[src/rtl/wb_store_buffer_ctrl.sv]
// Store buffer between WB commit and the dcache write port: circular FIFO of committed
// stores, in-order drain over a req/addr_ok/data_ok handshake, and a load-alias flag.
module wb_store_buffer_ctrl #(
  parameter int unsigned DEPTH = 4,
  parameter int unsigned AW    = 32,
  parameter int unsigned DW    = 32
) (
  input  logic            clk,
  input  logic            rst,
  input  logic            commit_ce_i,
  input  logic [AW-1:0]   commit_addr_i,
  input  logic [DW-1:0]   commit_data_i,
  input  logic [DW/8-1:0] commit_wstrb_i,
  output logic            full_o,
  output logic            empty_o,
  output logic            overflow_o,
  input  logic [AW-1:0]   ld_addr_i,
  output logic            ld_hit_o,
  output logic            cache_req_o,
  output logic [AW-1:0]   cache_addr_o,
  output logic [DW-1:0]   cache_wdata_o,
  output logic [DW/8-1:0] cache_wstrb_o,
  input  logic            cache_addr_ok_i,
  input  logic            cache_data_ok_i
);

  localparam int unsigned SW = DW / 8;
  localparam int unsigned PW = $clog2(DEPTH);
  localparam int unsigned CW = $clog2(DEPTH + 1);

  localparam logic [1:0] S_IDLE = 2'd0;
  localparam logic [1:0] S_REQ  = 2'd1;
  localparam logic [1:0] S_WAIT = 2'd2;

  logic [1:0]       state;
  logic [1:0]       state_nxt;
  logic [PW-1:0]    wr_ptr;
  logic [PW-1:0]    rd_ptr;
  logic [CW-1:0]    count;
  logic [CW-1:0]    count_nxt;
  logic [DEPTH-1:0] valid;
  logic             push;
  logic             pop;
  logic             full;

  logic [AW-1:0] addr_q [DEPTH];
  logic [DW-1:0] data_q [DEPTH];
  logic [SW-1:0] strb_q [DEPTH];

  // Byte offset never takes part in the alias compare.
  logic unused_ld_offset;
  assign unused_ld_offset = ^ld_addr_i[1:0];

  // FIFO occupancy and handshake decode
  always_comb begin
    full = (count == CW'(DEPTH));
    pop  = ((state == S_REQ) && cache_addr_ok_i && cache_data_ok_i) ||
           ((state == S_WAIT) && cache_data_ok_i);
    push = commit_ce_i && (!full || pop);
    count_nxt = count;
    if (push && !pop) begin
      count_nxt = count + CW'(1);
    end else if (pop && !push) begin
      count_nxt = count - CW'(1);
    end
  end

  // Drain FSM state register
  always_ff @(posedge clk) begin
    if (rst) begin
      state <= S_IDLE;
    end else begin
      state <= state_nxt;
    end
  end

  // Drain FSM next state; a same-cycle push counts so IDLE requests one cycle after commit
  always_comb begin
    state_nxt = state;
    case (state)
      S_IDLE: begin
        if (count_nxt != '0) state_nxt = S_REQ;
      end
      S_REQ: begin
        if (cache_addr_ok_i) begin
          if (!cache_data_ok_i)       state_nxt = S_WAIT;
          else if (count_nxt != '0)   state_nxt = S_REQ;
          else                        state_nxt = S_IDLE;
        end
      end
      S_WAIT: begin
        if (cache_data_ok_i) begin
          state_nxt = (count_nxt != '0) ? S_REQ : S_IDLE;
        end
      end
      default: state_nxt = S_IDLE;
    endcase
  end

  // Pointers, valid bits and registered status outputs
  always_ff @(posedge clk) begin
    if (rst) begin
      wr_ptr      <= '0;
      rd_ptr      <= '0;
      count       <= '0;
      valid       <= '0;
      overflow_o  <= 1'b0;
      empty_o     <= 1'b1;
      full_o      <= 1'b0;
      cache_req_o <= 1'b0;
    end else begin
      count       <= count_nxt;
      empty_o     <= (count_nxt == '0);
      full_o      <= (count_nxt == CW'(DEPTH));
      cache_req_o <= (state_nxt == S_REQ);
      if (commit_ce_i && !push) overflow_o <= 1'b1;
      if (pop) begin
        rd_ptr        <= rd_ptr + PW'(1);
        valid[rd_ptr] <= 1'b0;
      end
      // When full the push reuses the slot being popped, so set wins over clear.
      if (push) begin
        wr_ptr        <= wr_ptr + PW'(1);
        valid[wr_ptr] <= 1'b1;
      end
    end
  end

  // Entry payload storage
  always_ff @(posedge clk) begin
    if (push) begin
      addr_q[wr_ptr] <= commit_addr_i;
      data_q[wr_ptr] <= commit_data_i;
      strb_q[wr_ptr] <= commit_wstrb_i;
    end
  end

  assign cache_addr_o  = addr_q[rd_ptr];
  assign cache_wdata_o = data_q[rd_ptr];
  assign cache_wstrb_o = strb_q[rd_ptr];

  // Word-granular alias check over every valid entry, in-flight head included
  always_comb begin
    ld_hit_o = 1'b0;
    for (int i = 0; i < int'(DEPTH); i++) begin
      if (valid[i] && (addr_q[i][AW-1:2] == ld_addr_i[AW-1:2])) ld_hit_o = 1'b1;
    end
  end

endmodule

[config.mk]
export PLATFORM = sky130hd
export DESIGN_NAME = wb_store_buffer_ctrl
export DESIGN_NICKNAME = d
export VERILOG_FILES = /design/src/rtl/wb_store_buffer_ctrl.sv
export SDC_FILE = /design/constraint.sdc
export NUM_CORES = 1
export LEC_CHECK = 0
export CAP_MARGIN = 20
export CORE_ASPECT_RATIO = 0.8
export CORE_UTILIZATION = 49
export CTS_CLUSTER_DIAMETER = 100
export CTS_CLUSTER_SIZE = 16
export DETAILED_ROUTE_END_ITERATION = 7
export HOLD_SLACK_MARGIN = 0.06
export MAX_ROUTING_LAYER = met4
export PLACE_DENSITY = 0.76
export SYNTH_ARGS = -nofsm -noshare
export SYNTH_HDL_FRONTEND = slang
export SYNTH_SLANG_ARGS = --single-unit
[constraint.sdc]
create_clock -name clk -period 3.5 [get_ports clk]
set_input_delay 0.7 -clock clk [delete_from_list [all_inputs] [get_ports clk]]
set_output_delay 0.7 -clock clk [all_outputs]
set_load 0.02 [all_outputs]
==> results of run 1 <==
==> timing repair <==
action | 4_1_cts | 5_1_grt
setup buffers | 0 | 0
setup endpoints to repair | 1 | 1
resized for setup | 1 | 1
==> state kept, by name (all words and copies together), names as in the netlist, 2 cells and up, named ones only <==
register	count
addr_q	128
data_q	128
strb_q	16
valid	4
count	3
rd_ptr	2
state	2
wr_ptr	2
==> per-layer routing <==
metal,vias to the layer above,wire length [µm],global-route usage
met2,318,12780,0.3466
met1,3398,11260,0.3020
met4,0,556,0.04683
met3,43,2527,0.05724
met5,-,0,-
li1,2970,-,-
==> worst max-delay path, cell delays in order <==
cell	delay [ns]
clkdlybuf4s50_1	0.64
xnor2_1	0.17
nand4_1	0.13
nor4_1	0.38
nand4_1	0.13
nand4_1	0.18
dlygate4sd2_1	0.37
==> layout make-up <==
cell class | instances | share of cell area
well taps | 318 | 0.02613
flip-flops and latches | 291 | 0.5618
clock buffers | 31 | 0.03976
repair buffers | 217 | 0.1414
inverters | 9 | 0.002218
multi-input cells | 313 | 0.2270
diodes | 4 | 0.0006572
clock inverters | 1 | 0.001068
==> cell usage after synthesis, types with 10 or more instances <==
cell type / count
clkbuf_1: 26
xnor2_1: 79
nand2_1: 10
ha_1: 11
nor4_1: 16
edfxtp_1: 272
nor2_1: 13
xor2_1: 44
nand4_1: 26
mux4_2: 68
dfxtp_1: 19
==> worst min-delay path by stage <==
stage | end | cells past startpoint | startpoint
after floorplan | valid[0] | 2 | valid[0]
after global placement | overflow_o | 2 | overflow_o
after detailed placement | overflow_o | 2 | overflow_o
after CTS | overflow_o | 2 | overflow_o
after global routing | overflow_o | 2 | overflow_o
final | overflow_o | 2 | overflow_o
==> cell usage in the layout, fill, tap and decap left out, types with 2 or more instances in the layout <==
cell | Yosys | layout
o21bai_1 | 2 | 2
o31ai_1 | 2 | 2
and2_4 | 1 | 5
a211oi_1 | 3 | 3
a21oi_1 | 4 | 4
nor2_1 | 13 | 13
xor2_1 | 44 | 44
nor3_1 | 2 | 2
nand3_1 | 2 | 2
nand4_1 | 26 | 26
a22oi_1 | 4 | 4
mux2i_1 | 3 | 3
dfxtp_1 | 19 | 17
nand2_1 | 10 | 10
ha_1 | 11 | 11
nor2b_1 | 2 | 2
nand2b_1 | 3 | 3
buf_4 | 0 | 35
a311oi_1 | 2 | 2
edfxtp_1 | 272 | 272
clkdlybuf4s50_1 | 0 | 174
clkbuf_16 | 0 | 23
clkbuf_1 | 26 | 8
diode_2 | 0 | 4
inv_1 | 9 | 9
nor4_1 | 16 | 15
dfxtp_4 | 0 | 2
buf_12 | 0 | 7
xnor2_1 | 79 | 79
mux4_2 | 68 | 68
==> power by group through the flow <==
stage	clock network (mW)	registers (mW)	logic, mW
6_report	2.31	4.15	1.38
4_1_cts	2.36	4.15	1.40
3_3_place_gp	0	4.21	1.37
5_1_grt	2.49	4.17	1.47
2_1_floorplan	0	4.19	0.761
3_5_place_dp	0	4.23	1.38
==> per-stage QoR <==
step | cell area, µm² | utilization | instances
after floorplan | 12190 | - | 653
after global placement | 14590 | 0.5987 | 1148
after detailed placement | 14590 | 0.5987 | 1148
after CTS | 15210 | 0.6241 | 1180
after global routing | 15230 | 0.6248 | 1184
final | 15230 | 0.6248 | 1184
==> cells by family after synthesis <==
logic type | count (synthesis) | synth area share
adder cells (fa/ha/maj) | 12 | 0.01211
AO/OA/AOI/OAI | 24 | 0.01488
AND/OR/NAND/NOR | 83 | 0.03879
XOR/XNOR | 123 | 0.08836
flip-flops | 291 | 0.7011
multiplexers | 71 | 0.1281
buffers and inverters | 49 | 0.01662
==> impl_summary.md, run 1 <==
Pwr
The overall power after layout is 7.842 mW. The design internal power is 5.931 mW. The part of the power in the clock network is 0.295. The sequential share of power is 0.529. Of the total power, the share spent switching nets is 0.2436. The ratio of total power to cell area is 514.9 mW/mm². The power share of the combinational group is 0.177. The maximum vdd drop is approximately 0.00038 V. The power dissipated by switching net loads is 1.910 mW.

The leakage component of the power is 4.878 nW.

Timing
The hold violation count in the final report came to 0. Setup violations remaining at the end of the flow were counted as 0. The shortest clock period the worst path allows after layout is 3.413 ns.

Hold timing on the final database bottoms out at a slack of 0.4782 ns. For the pin with the worst max-slew slack, the measured transition is around 0.67 ns. For the final routed database, the setup TNS stands at 0 ns. Setup repair after global routing left no endpoint under its margin.

The fraction of the cycle the final worst path needs is 0.9751. The achievable frequency is 293.0 MHz. Measured against its own limit, the worst slew margin works out to 0.5546. The final critical-path setup slack is around 0.087 ns.

Clock skew on the completed layout was measured at approximately 0.019 ns. The count of final max-slew check failures is 0.

Clock network
The clock transition time at the flip-flop clock pins of the worst setup and hold paths is 0.07 ns. TritonCTS built the clock tree. The number of clock buffers inserted by TritonCTS is 22. For the worst-skew pair, the clock arrives at the later sink with an insertion delay of 0.51 ns. In this run the number of H-tree levels came out at 1. The clock root buffer is clkbuf_16. The number of hold buffers added after CTS was 0.

CTS saw 291 sinks. Counting along the longest clock path gives a buffer depth of 3.

Worst setup path
The critical path launch point is ld_addr_i[6]. The worst register-to-register path begins at count[0]. The worst register-to-register path has a depth of 6. The critical path launch point type is a primary input. Across all register-to-register paths, the minimum setup slack is 1.30 ns. The category of the worst setup path capture point is an output port. Data on the critical path arrives at its endpoint at 2.71 ns.

The endpoint identified for the worst register-to-register timing path is data_q[3][14]. In this run the worst path has a maximum fanout of 4. The type of the setup path with the least slack is in2out. In this run the worst setup path terminates at ld_hit_o. The required time of the critical path is 2.80 ns.

Logic synthesis
The post-synthesis cell type with the largest combined area is edfxtp_1. The leading register cell type out of synthesis is edfxtp_1. The count of yosys warnings during synthesis is 0. After synthesis, the share of flip-flops with an asynchronous set or reset is 0.

The share of the Yosys chip area taken by registers is 0.7011. The mapped netlist covers 0.01219 mm². Synthesis produced a netlist with a net count of 769. Dividing the synthesized area by the synthesized cell count gives 18.67 µm². The number of enable-type register cells in the synthesized netlist is between 200 and 300. In the synthesized netlist, the number of instances is 653. In the post-synthesis netlist, the biggest area contributors are edfxtp_1 (67%), mux4_2 (13%), xnor2_1 (5.7%).

The top-area cell type share of the netlist area is 0.6700. The number of distinct library cells after synthesis is 40. After synthesis the netlist holds a flip-flop and latch count of 291.

Cells and area
The area growth from synthesis to layout is 24.92%. The filler cells instantiated in the layout total 1705. The sequential cell area is 0.008556 mm².

The multi-input combinational cells in the finished layout cover a total of 0.003457 mm². The number of nets in the layout is 970. The fraction of final layout cells sized beyond drive strength 1 is 0.1671.

Die
The total area inside the core boundary comes to about 0.024 mm². The site row count is 51. The initial standard-cell utilization of the core is 0.5002. The die covers roughly 0.026 mm². The overall die width is 178.4 µm.

roughly 180 I/O pins were placed. In this run the vertical extent of the chip is 143.1 µm.

Routing
In the final routed layout, each cell accounts on average for 22.91 µm. The remaining design rule violation count is 0. Summing over every cut layer, the via total after detailed routing is roughly 6700. After the first detailed-routing iteration, the DRC count stood at 516. In this run the remaining antenna-violating nets after routing total 0. The routed wire length is 27130 µm. After detailed routing, the number of vias per cell comes to 5.683.

The first detailed-routing pass ran for 5 iterations.

Global routing
For this run the aggregate overflow at the end of global routing stands at 0. Entering global routing, the biggest net connects 52 pins. In the global route stage, overall resource usage came out at 0.2242. The via count of the first global-routing pass is 7037.

The number of antenna violations at the first check in global routing is 4. The first global-routing pass estimated between 40000 and 50000 µm of wire.

Job
Across the run, the number of max-cap violations was 0.

Placement
The count of input and output buffers is about 180. Routability-driven placement finished with a final weighted congestion of 0.8665. Timing analysis after detailed placement gives a worst setup slack of -0.1458 ns. The HPWL after detailed placement is 18630 µm.

Min path
The class of the worst hold path is reg2reg.

Run status
The run finished with clean final reports.
Power figures use the tool's default switching activity.
==> run 2, diff against run 1 <==
--- a/config.mk
+++ b/config.mk
@@ -7,9 +7,8 @@
 export LEC_CHECK = 0
 export CAP_MARGIN = 20
 export CORE_ASPECT_RATIO = 0.8
+export CORE_MARGIN = 4
 export CORE_UTILIZATION = 49
-export CTS_CLUSTER_DIAMETER = 100
-export CTS_CLUSTER_SIZE = 16
 export DETAILED_ROUTE_END_ITERATION = 7
 export HOLD_SLACK_MARGIN = 0.06
 export MAX_ROUTING_LAYER = met4
==> run 2 against run 1 <==
Against the previous run: cell count grew 1.9%; sequential share of layout area fell by 1.2 points; total power increased by 7.2%; non-clock buffer count increased by 5; core utilization increased by 1.2 points; routed wire length grew 0.20%; clock skew down 0.010 ns; sequential power barely moved; maximum frequency is 2.9% higher; hold slack gained 0.0019 ns; critical endpoint unchanged.
==> impl_summary.md, run 2 (same netlist as run 1, synthesis figures left out) <==
Routing
The number of iterations in the first detailed-routing pass is 5 (unchanged). The routed via count divided by cell count is 5.532 (-2.7%). The remaining design rule violation count was 0 (unchanged).

The routed via count is 6671 (-0.86%). The DRC violation total after the first TritonRoute iteration is 655 (+27%). The average detailed-routed wire length per instance is 22.54 µm (-1.6%).

The residual antenna-violating net count after detailed routing was 0 (unchanged). The routed wire length is 27180 µm (+0.20%).

Job
The reported max-cap violation count is 0 (unchanged).

Worst setup path
The number of cells on the worst reg-to-reg path came to 6 (unchanged). The signal on the critical path passes through clkdlybuf4s50_1 -> xnor2_1 -> nand4_1 -> nor4_2 -> buf_4 -> nand4_1 -> nand4_1 -> clkbuf_2. The arrival time reported for the critical path endpoint is 2.62 ns (-0.09 ns). The delay of the slowest critical-path stage is 0.54 ns (-0.10 ns). On the critical path the largest part of the delay comes from buffers and inverters. The register-to-register path setup slack was 1.02 ns (-0.28 ns). The worst setup path is captured at an output port. The required time of the critical path is 2.80 ns (about the same). The startpoint identified for the worst register-to-register timing path is count[0]. The maximum fanout along the worst path was 3 (-1). The critical path is of the in2out type. The capturing point of the worst reg2reg path is addr_q[0][8].

The standard cell with the maximum stage delay on the critical path is clkdlybuf4s50_1. The buffer and inverter count on the worst path is 3 (+1). Counting stages on the worst path, the most repeated cell is nand4_1. The worst setup path is launched from a primary input.

Die
The height of the die is 149.1 µm (+4.2%). The area of the core is 0.02444 mm² (+0.26%). The overall die width is 184.4 µm (+3.4%). The die outline area is 0.02748 mm² (+7.7%). The total I/O pin count was 178 (unchanged).

The initial standard-cell utilization of the core is 0.4988 (-0.001306). The site row count came to 51 (unchanged).

Pwr
The ratio of total power to cell area came to 540.0 mW/mm² (+4.9%). The power dissipated by switching net loads is 2.010 mW (+5.2%). The leakage component of the power is 5.059 nW (+3.7%). The power share of the combinational group is 0.167 (-0.010).

The maximum vdd drop was 0.0005252 V (+40%). The part of the power in the clock network is 0.341 (+0.046). The sequential share of power is 0.492 (-0.037). The design internal power is 6.394 mW (+7.8%). The switching share of total power was 0.2391 (-0.004442).

Clock network
The number of clock buffers inserted by TritonCTS is 29 (+32%). TritonCTS built the clock tree. The clock latency of the later-clocked register in the worst-skew pair came to 0.53 ns (+0.02 ns). The buffer count from post-CTS setup fixing is 0 (unchanged). The clock transition time at the flip-flop clock pins of the worst setup and hold paths was 0.06 ns (about the same).

In this run the clock root is driven by a clkbuf_16. The largest buffer count on any clock path is 3 (unchanged). The clock net sink count is 291 (unchanged). The count of H-tree levels built during CTS is 1 (unchanged).

Timing
Setup repair after global routing left no endpoint under its margin. The count of final max-slew check failures was 0 (unchanged). The clock skew is 0.008625 ns (-0.01048 ns). The final critical-path setup slack is 0.1820 ns (+0.09469 ns). The headroom to the max-slew limit came to 0.5790 (+0.02447). The final setup violation count is 0 (unchanged). The hold violation count in the final report is 0 (unchanged).

The fraction of the cycle the final worst path needs is 0.9480 (-0.02706). The achievable frequency is 301.4 MHz (+2.9%). The hold slack was 0.4801 ns (+0.001857 ns). The actual transition at the worst max-transition pin came to 0.6295 ns (-0.03659 ns). The shortest clock period the worst path allows after layout is 3.318 ns (-0.09469 ns).

Global routing
The global routing met1 resource utilization is 0.2692 (-0.03279). The via count of the first global-routing pass came to 7062 (+0.36%). The global-route met2 utilization is 0.3188 (-0.02778). The aggregate global-route resource usage is 0.2037 (-0.02044).

met2 is the most crowded layer. The wire length of the first global-routing pass is 41390 µm (+0.82%). The pin count of the biggest net entering global routing is 56 (+7.7%). The number of antenna violations at the first check in global routing came to 1 (-3).

The remaining global-route overflow is 0 (unchanged). The global-route met3 utilization is 0.06412 (+0.006873).

Cells and area
The number of nets in the layout is 982 (+1.2%). The library cell used most frequently in the layout, excluding fill and tap cells, is edfxtp_1. The area growth from synthesis to layout is 27.65%.

In the final layout, the registers with the most flip-flops are addr_q: 128 flops, data_q: 128 flops, strb_q: 16 flops. The total of fill cells in the finished design is 1704 (-0.059%). The final cell area excluding filler cells is 0.01556 mm² (+2.2%). In the layout the commonest cells are edfxtp_1 (272), clkdlybuf4s50_1 (173), xnor2_1 (78). The core occupancy in the finished layout is 0.6368 (+0.01199). The fraction of final layout cells sized beyond drive strength 1 came to 0.1896 (+0.02256).

Min path
The startpoint identified for the worst hold timing path is overflow_o. The tightest min-delay check is of the reg2reg type. The terminating pin of the worst hold path is overflow_o. The worst hold path depth was 2 (unchanged).

Placement
The last weighted congestion value of the routability-driven placer is 0.9136 (+5.4%). The count of input and output buffers is 175 (unchanged). The post-DP HPWL is 19040 µm (+2.2%). The post-placement setup slack is -0.2987 ns (-0.1529 ns).

The total cell area at the placement stage was 0.01467 mm² (+0.50%).

Run status
The flow ran to the end, and the final reports show no timing, DRC or antenna violations.
run 2: cell types whose count changed in the layout (fill, tap and decap cells not counted), sizes merged:
cell / delta
bufinv: +1
clkbuf: +8
diode: -2
inv: +1
clkinvlp: +1
clkinv: +9
clkdlybuf4s50: -1
dlymetal6s2s: +1
dlygate4sd2: -1
buf: +5
run 2: metal layers:
metal	routed length, µm	vias to the layer above
met5	0	-
met4	492	0
met3	2600	40
met2	13110	246
met1	10980	3383
li1	-	3002
run 2: worst max path at each step:
stage	startpoint	end	cells past startpoint
final	ld_addr_i[31]	ld_hit_o	8
after global routing	ld_addr_i[31]	ld_hit_o	8
after CTS	ld_addr_i[26]	ld_hit_o	8
after detailed placement	ld_addr_i[26]	ld_hit_o	8
after global placement	ld_addr_i[26]	ld_hit_o	8
after floorplan	commit_ce_i	addr_q[0][0]	4
run 2: final cells by class:
type | instances | area, µm² | area share
well taps | 318 | 397.9 | 0.02557
clock inverters | 13 | 91.34 | 0.005869
clock buffers | 38 | 789.5 | 0.05073
multi-input cells | 313 | 3465 | 0.2226
repair buffers | 222 | 2227 | 0.1431
inverters | 9 | 33.78 | 0.002171
flip-flops and latches | 291 | 8553 | 0.5496
diodes | 2 | 5.005 | 0.0003216
run 2: timing repair:
item                       in CTS  in global routing
pin swaps                       1                  2
setup endpoints to repair       1                  1
hold buffers                    0                  0
gates resized for setup         2                  4
run 2: power by group through the flow:
stage	clock [mW]	combinational, mW	sequential (mW)
6_report	2.87	1.41	4.13
5_1_grt	3.10	1.50	4.15
4_1_cts	2.93	1.43	4.13
3_5_place_dp	0	1.41	4.20
3_3_place_gp	0	1.40	4.19
2_1_floorplan	0	0.761	4.19
run 2: stage by stage:
step,std cells,setup TNS (ns),power [mW]
2_1_floorplan,653,0,4.951
3_3_place_gp,1153,-0.2965,5.584
3_5_place_dp,1153,-0.2987,5.620
4_1_cts,1204,0,8.492
5_1_grt,1205,0,8.753
6_report,1206,0,8.403
run 2: worst min-delay path, cell delays in order (launching register included):
cell,delay (ns)
dfxtp_1,0.33
a21oi_1,0.04
nor2_1,0.07
==> run 3, diff against run 2 <==
--- a/config.mk
+++ b/config.mk
@@ -5,6 +5,7 @@
 export SDC_FILE = /design/constraint.sdc
 export NUM_CORES = 1
 export LEC_CHECK = 0
+export ABC_AREA = 1
 export CAP_MARGIN = 20
 export CORE_ASPECT_RATIO = 0.8
 export CORE_MARGIN = 4
==> run 3 against run 2 <==
Against the previous run: total power up 13%; core utilization down 1.5 points; global-route usage up 3.5 points; sequential cell count unchanged; largest cell class unchanged; highest routed layer unchanged.
==> impl_summary.md, run 3 <==
Job
The reported max-cap violation count was 0 (unchanged).

Global routing
The aggregate global-route resource usage was 0.2383 (+0.03454). The remaining global-route overflow is 0 (unchanged). The via count of the first global-routing pass is 8836 (+25%). The number of antenna violations at the first check in global routing came to 5 (+4). The wire length of the first global-routing pass came to 50490 µm (+22%).

The pin count of the biggest net entering global routing came to 129 (+130%).

Logic synthesis
The net count after synthesis came to 1224 (+59%). The top-area cell type share of the netlist area is 0.6507 (-0.01923). The flop and latch count out of synthesis is 291 (unchanged). By area the synthesized netlist is led by edfxtp_1 (65%), o21ai_0 (7.3%), nor2_1 (5.7%). The number of enable-type register cells in the synthesized netlist was 272 (unchanged).

The combined area of all synthesized cells is 0.01255 mm² (+3.0%). In the synthesized netlist the dominant register cell turns out to be edfxtp_1. The share of async-settable or async-resettable flops after synthesis was 0 (unchanged). The number of distinct library cells after synthesis came to 28 (-30%). The fraction of the yosys area taken by sequential cells is 0.6810 (-0.02013).

The biggest area contributor in the post-synthesis netlist is edfxtp_1. The number of cells produced by synthesis was 1108 (+70%). The most used standard cell by instance count after synthesis is edfxtp_1. Counting instances in the post-synthesis netlist gives the leading cell types as edfxtp_1 (272), nor2_1 (192), o21ai_0 (182).

The post-synthesis area per instance is 11.33 µm² (-39%). The count of yosys warnings during synthesis came to 0 (unchanged).

Timing
The headroom to the max-slew limit is 0.6248 (+0.04578). The count of final max-slew check failures is 0 (unchanged). The fraction of the cycle the final worst path needs is 0.9705 (+0.02253). The hold violation count in the final report is 0 (unchanged). Setup repair after global routing left no endpoint under its margin.

The actual transition at the worst max-transition pin is 0.5628 ns (-0.06669 ns). The final setup violation count is 0 (unchanged). The hold slack was 0.4725 ns (-0.007557 ns). The achievable frequency is 294.4 MHz (-2.3%). The shortest clock period the worst path allows after layout was 3.397 ns (+0.07886 ns). The clock skew came to 0.02048 ns (+0.01186 ns).

Cells and area
The library cell used most frequently in the layout, excluding fill and tap cells, is edfxtp_1. In the final layout, the registers with the most flip-flops are addr_q: 128 flops, data_q: 128 flops, strb_q: 16 flops. The number of nets in the layout is 1419 (+45%). The total of fill cells in the finished design was 2007 (+18%).

The sequential cell area came to 0.008553 mm² (unchanged). The fraction of final layout cells sized beyond drive strength 1 is 0.07483 (-0.1148). From synthesis to final layout, the design area changed by 25.14%. The multi-input combinational cell area was 0.003572 mm² (+3.1%).

In the layout the commonest cells are edfxtp_1 (272), nor2_1 (192), o21ai_0 (182).

Die
The initial standard-cell utilization of the core is 0.4972 (-0.001624). The height of the die is 151.2 µm (+1.4%). The site row count is 52 (+2.0%).

The die outline area is 0.02826 mm² (+2.8%). The area of the core is 0.02524 mm² (+3.3%). The overall die width is 186.9 µm (+1.4%). The total I/O pin count was 178 (unchanged).

Clock network
The cts-stage hold buffer count is 0 (unchanged). The largest buffer count on any clock path came to 3 (unchanged). The buffer count from post-CTS setup fixing came to 0 (unchanged). The clock net sink count is 291 (unchanged). The post-CTS resize count is 1 (-1). The cell sitting at the root of the clock tree is a clkbuf_16. The number of clock buffers inserted by TritonCTS is 28 (-3.4%). The count of H-tree levels built during CTS is 1 (unchanged).

The clock latency of the later-clocked register in the worst-skew pair is 0.55 ns (+0.02 ns). TritonCTS built the clock tree. The clock transition time at the flip-flop clock pins of the worst setup and hold paths came to 0.06 ns (about the same).

Pwr
The maximum vdd drop was 0.0004645 V (-12%). The leakage component of the power came to 5.553 nW (+9.8%). The power dissipated by switching net loads came to 2.904 mW (+45%). The switching share of total power is 0.3052 (+0.06609). The power share of the combinational group is 0.269 (+0.102). The sequential share of power is 0.446 (-0.046). The part of the power in the clock network was 0.284 (-0.057). The design internal power is 6.610 mW (+3.4%). The overall power after layout is 9.514 mW (+13%).

The ratio of total power to cell area came to 605.7 mW/mm² (+12%).

Worst setup path
The required time of the critical path is 2.80 ns (about the same). The delay of the slowest critical-path stage came to 0.70 ns (+0.16 ns). The maximum fanout along the worst path came to 128 (+125). The worst setup path is captured at an output port. STA classifies the critical path startpoint as a flip-flop. Traced cell by cell, the critical path runs through buf_12 -> o21ai_0 -> o22ai_1 -> clkdlybuf4s50_1. The type of the setup path with the least slack is reg2out. The arrival time reported for the critical path endpoint came to 2.70 ns (+0.08 ns). The standard cell with the maximum stage delay on the critical path is clkdlybuf4s50_1.

Routing
The number of iterations in the first detailed-routing pass is 6 (+1). The DRC violation total after the first TritonRoute iteration was 891 (+36%). The remaining design rule violation count was 0 (unchanged).

The routed wire length was 33600 µm (+24%). The residual antenna-violating net count after detailed routing is 0 (unchanged). The routed via count divided by cell count is 5.599 (+1.2%). The average detailed-routed wire length per instance is 20.34 µm (-9.8%).

The routed via count was 9249 (+39%).

Run status
The run finished with clean final reports.

Placement
The post-DP HPWL is 22170 µm (+16%). The count of input and output buffers is 175 (unchanged). The last weighted congestion value of the routability-driven placer is 0.9411 (+3.0%).

Min path
The class of the worst hold path is reg2reg.
-- run 3: cell count changes after synthesis, sizes merged, moves of 5 or more --
cell,delta
o22ai,+81
inv,+54
nor2,+180
o21ai,+184
mux4,-68
nand3,+13
and2,-5
clkbuf,+9
nand2,+127
xor2,-34
nor4,-15
a21oi,+18
nand4,-15
xnor2,-43
-- run 3: power by group through the flow --
stage	logic, mW	registers, mW	clock network, mW
3_3_place_gp	2.51	4.31	0
2_1_floorplan	1.33	4.30	0
4_1_cts	2.57	4.24	2.75
5_1_grt	2.75	4.27	2.91
6_report	2.56	4.25	2.70
3_5_place_dp	2.54	4.32	0
-- run 3: worst paths after layout --
kind | start | end | slack [ns] | cells past startpoint
max | flip-flop | cache_addr_o[27] | 0.10 | 4
min | overflow_o | overflow_o | 0.47 | 1
max reg2reg | state[0] | strb_q[1][0] | 1.42 | 9
min reg2reg | overflow_o | overflow_o | 0.47 | 1
-- run 3: kinds of logic after synthesis --
| kind of cell | count (synthesis) | share of synthesized area |
|---|---|---|
| AO/OA/AOI/OAI | 292 | 0.1267 |
| XOR/XNOR | 46 | 0.03210 |
| flip-flops | 291 | 0.6810 |
| AND/OR/NAND/NOR | 359 | 0.1148 |
| buffers and inverters | 109 | 0.03439 |
| adder cells (fa/ha/maj) | 11 | 0.01096 |
-- run 3: layer usage --
layer	track usage	part of all wire
met5	-	0
met4	0.05839	0.021
met3	0.06359	0.11
met2	0.3618	0.45
met1	0.3261	0.42
-- run 3: final cells by class --
class                           count  share of cell area
Sequential cell                   291              0.5445
Multi-Input combinational cell    708              0.2274
Timing Repair Buffer              211              0.1345
Clock buffer                       37             0.04676
Tap cell                          324             0.02581
Inverter                           63             0.01537
Clock inverter                     13            0.004859
Antenna cell                        5           0.0007966
-- run 3: worst max-delay path: cells and delay by family (launching register included) --
kind,cells,cell delay (ns)
compound gates,2,0.61
buf+inv,2,1.11
flops,1,0.38
-- run 3: stage by stage --
stage	util	setup slack, ns	setup TNS, ns	cells	area (µm²)
floorplan	-	0.4071	0	1108	12550
finish	0.6222	0.1031	0	1652	15710
global route	0.6222	0.03800	0	1652	15710
global placement	0.5894	-0.007603	-0.007603	1597	14880
CTS	0.6215	0.03547	0	1647	15690
detailed placement	0.5894	-0.004182	-0.004182	1597	14880
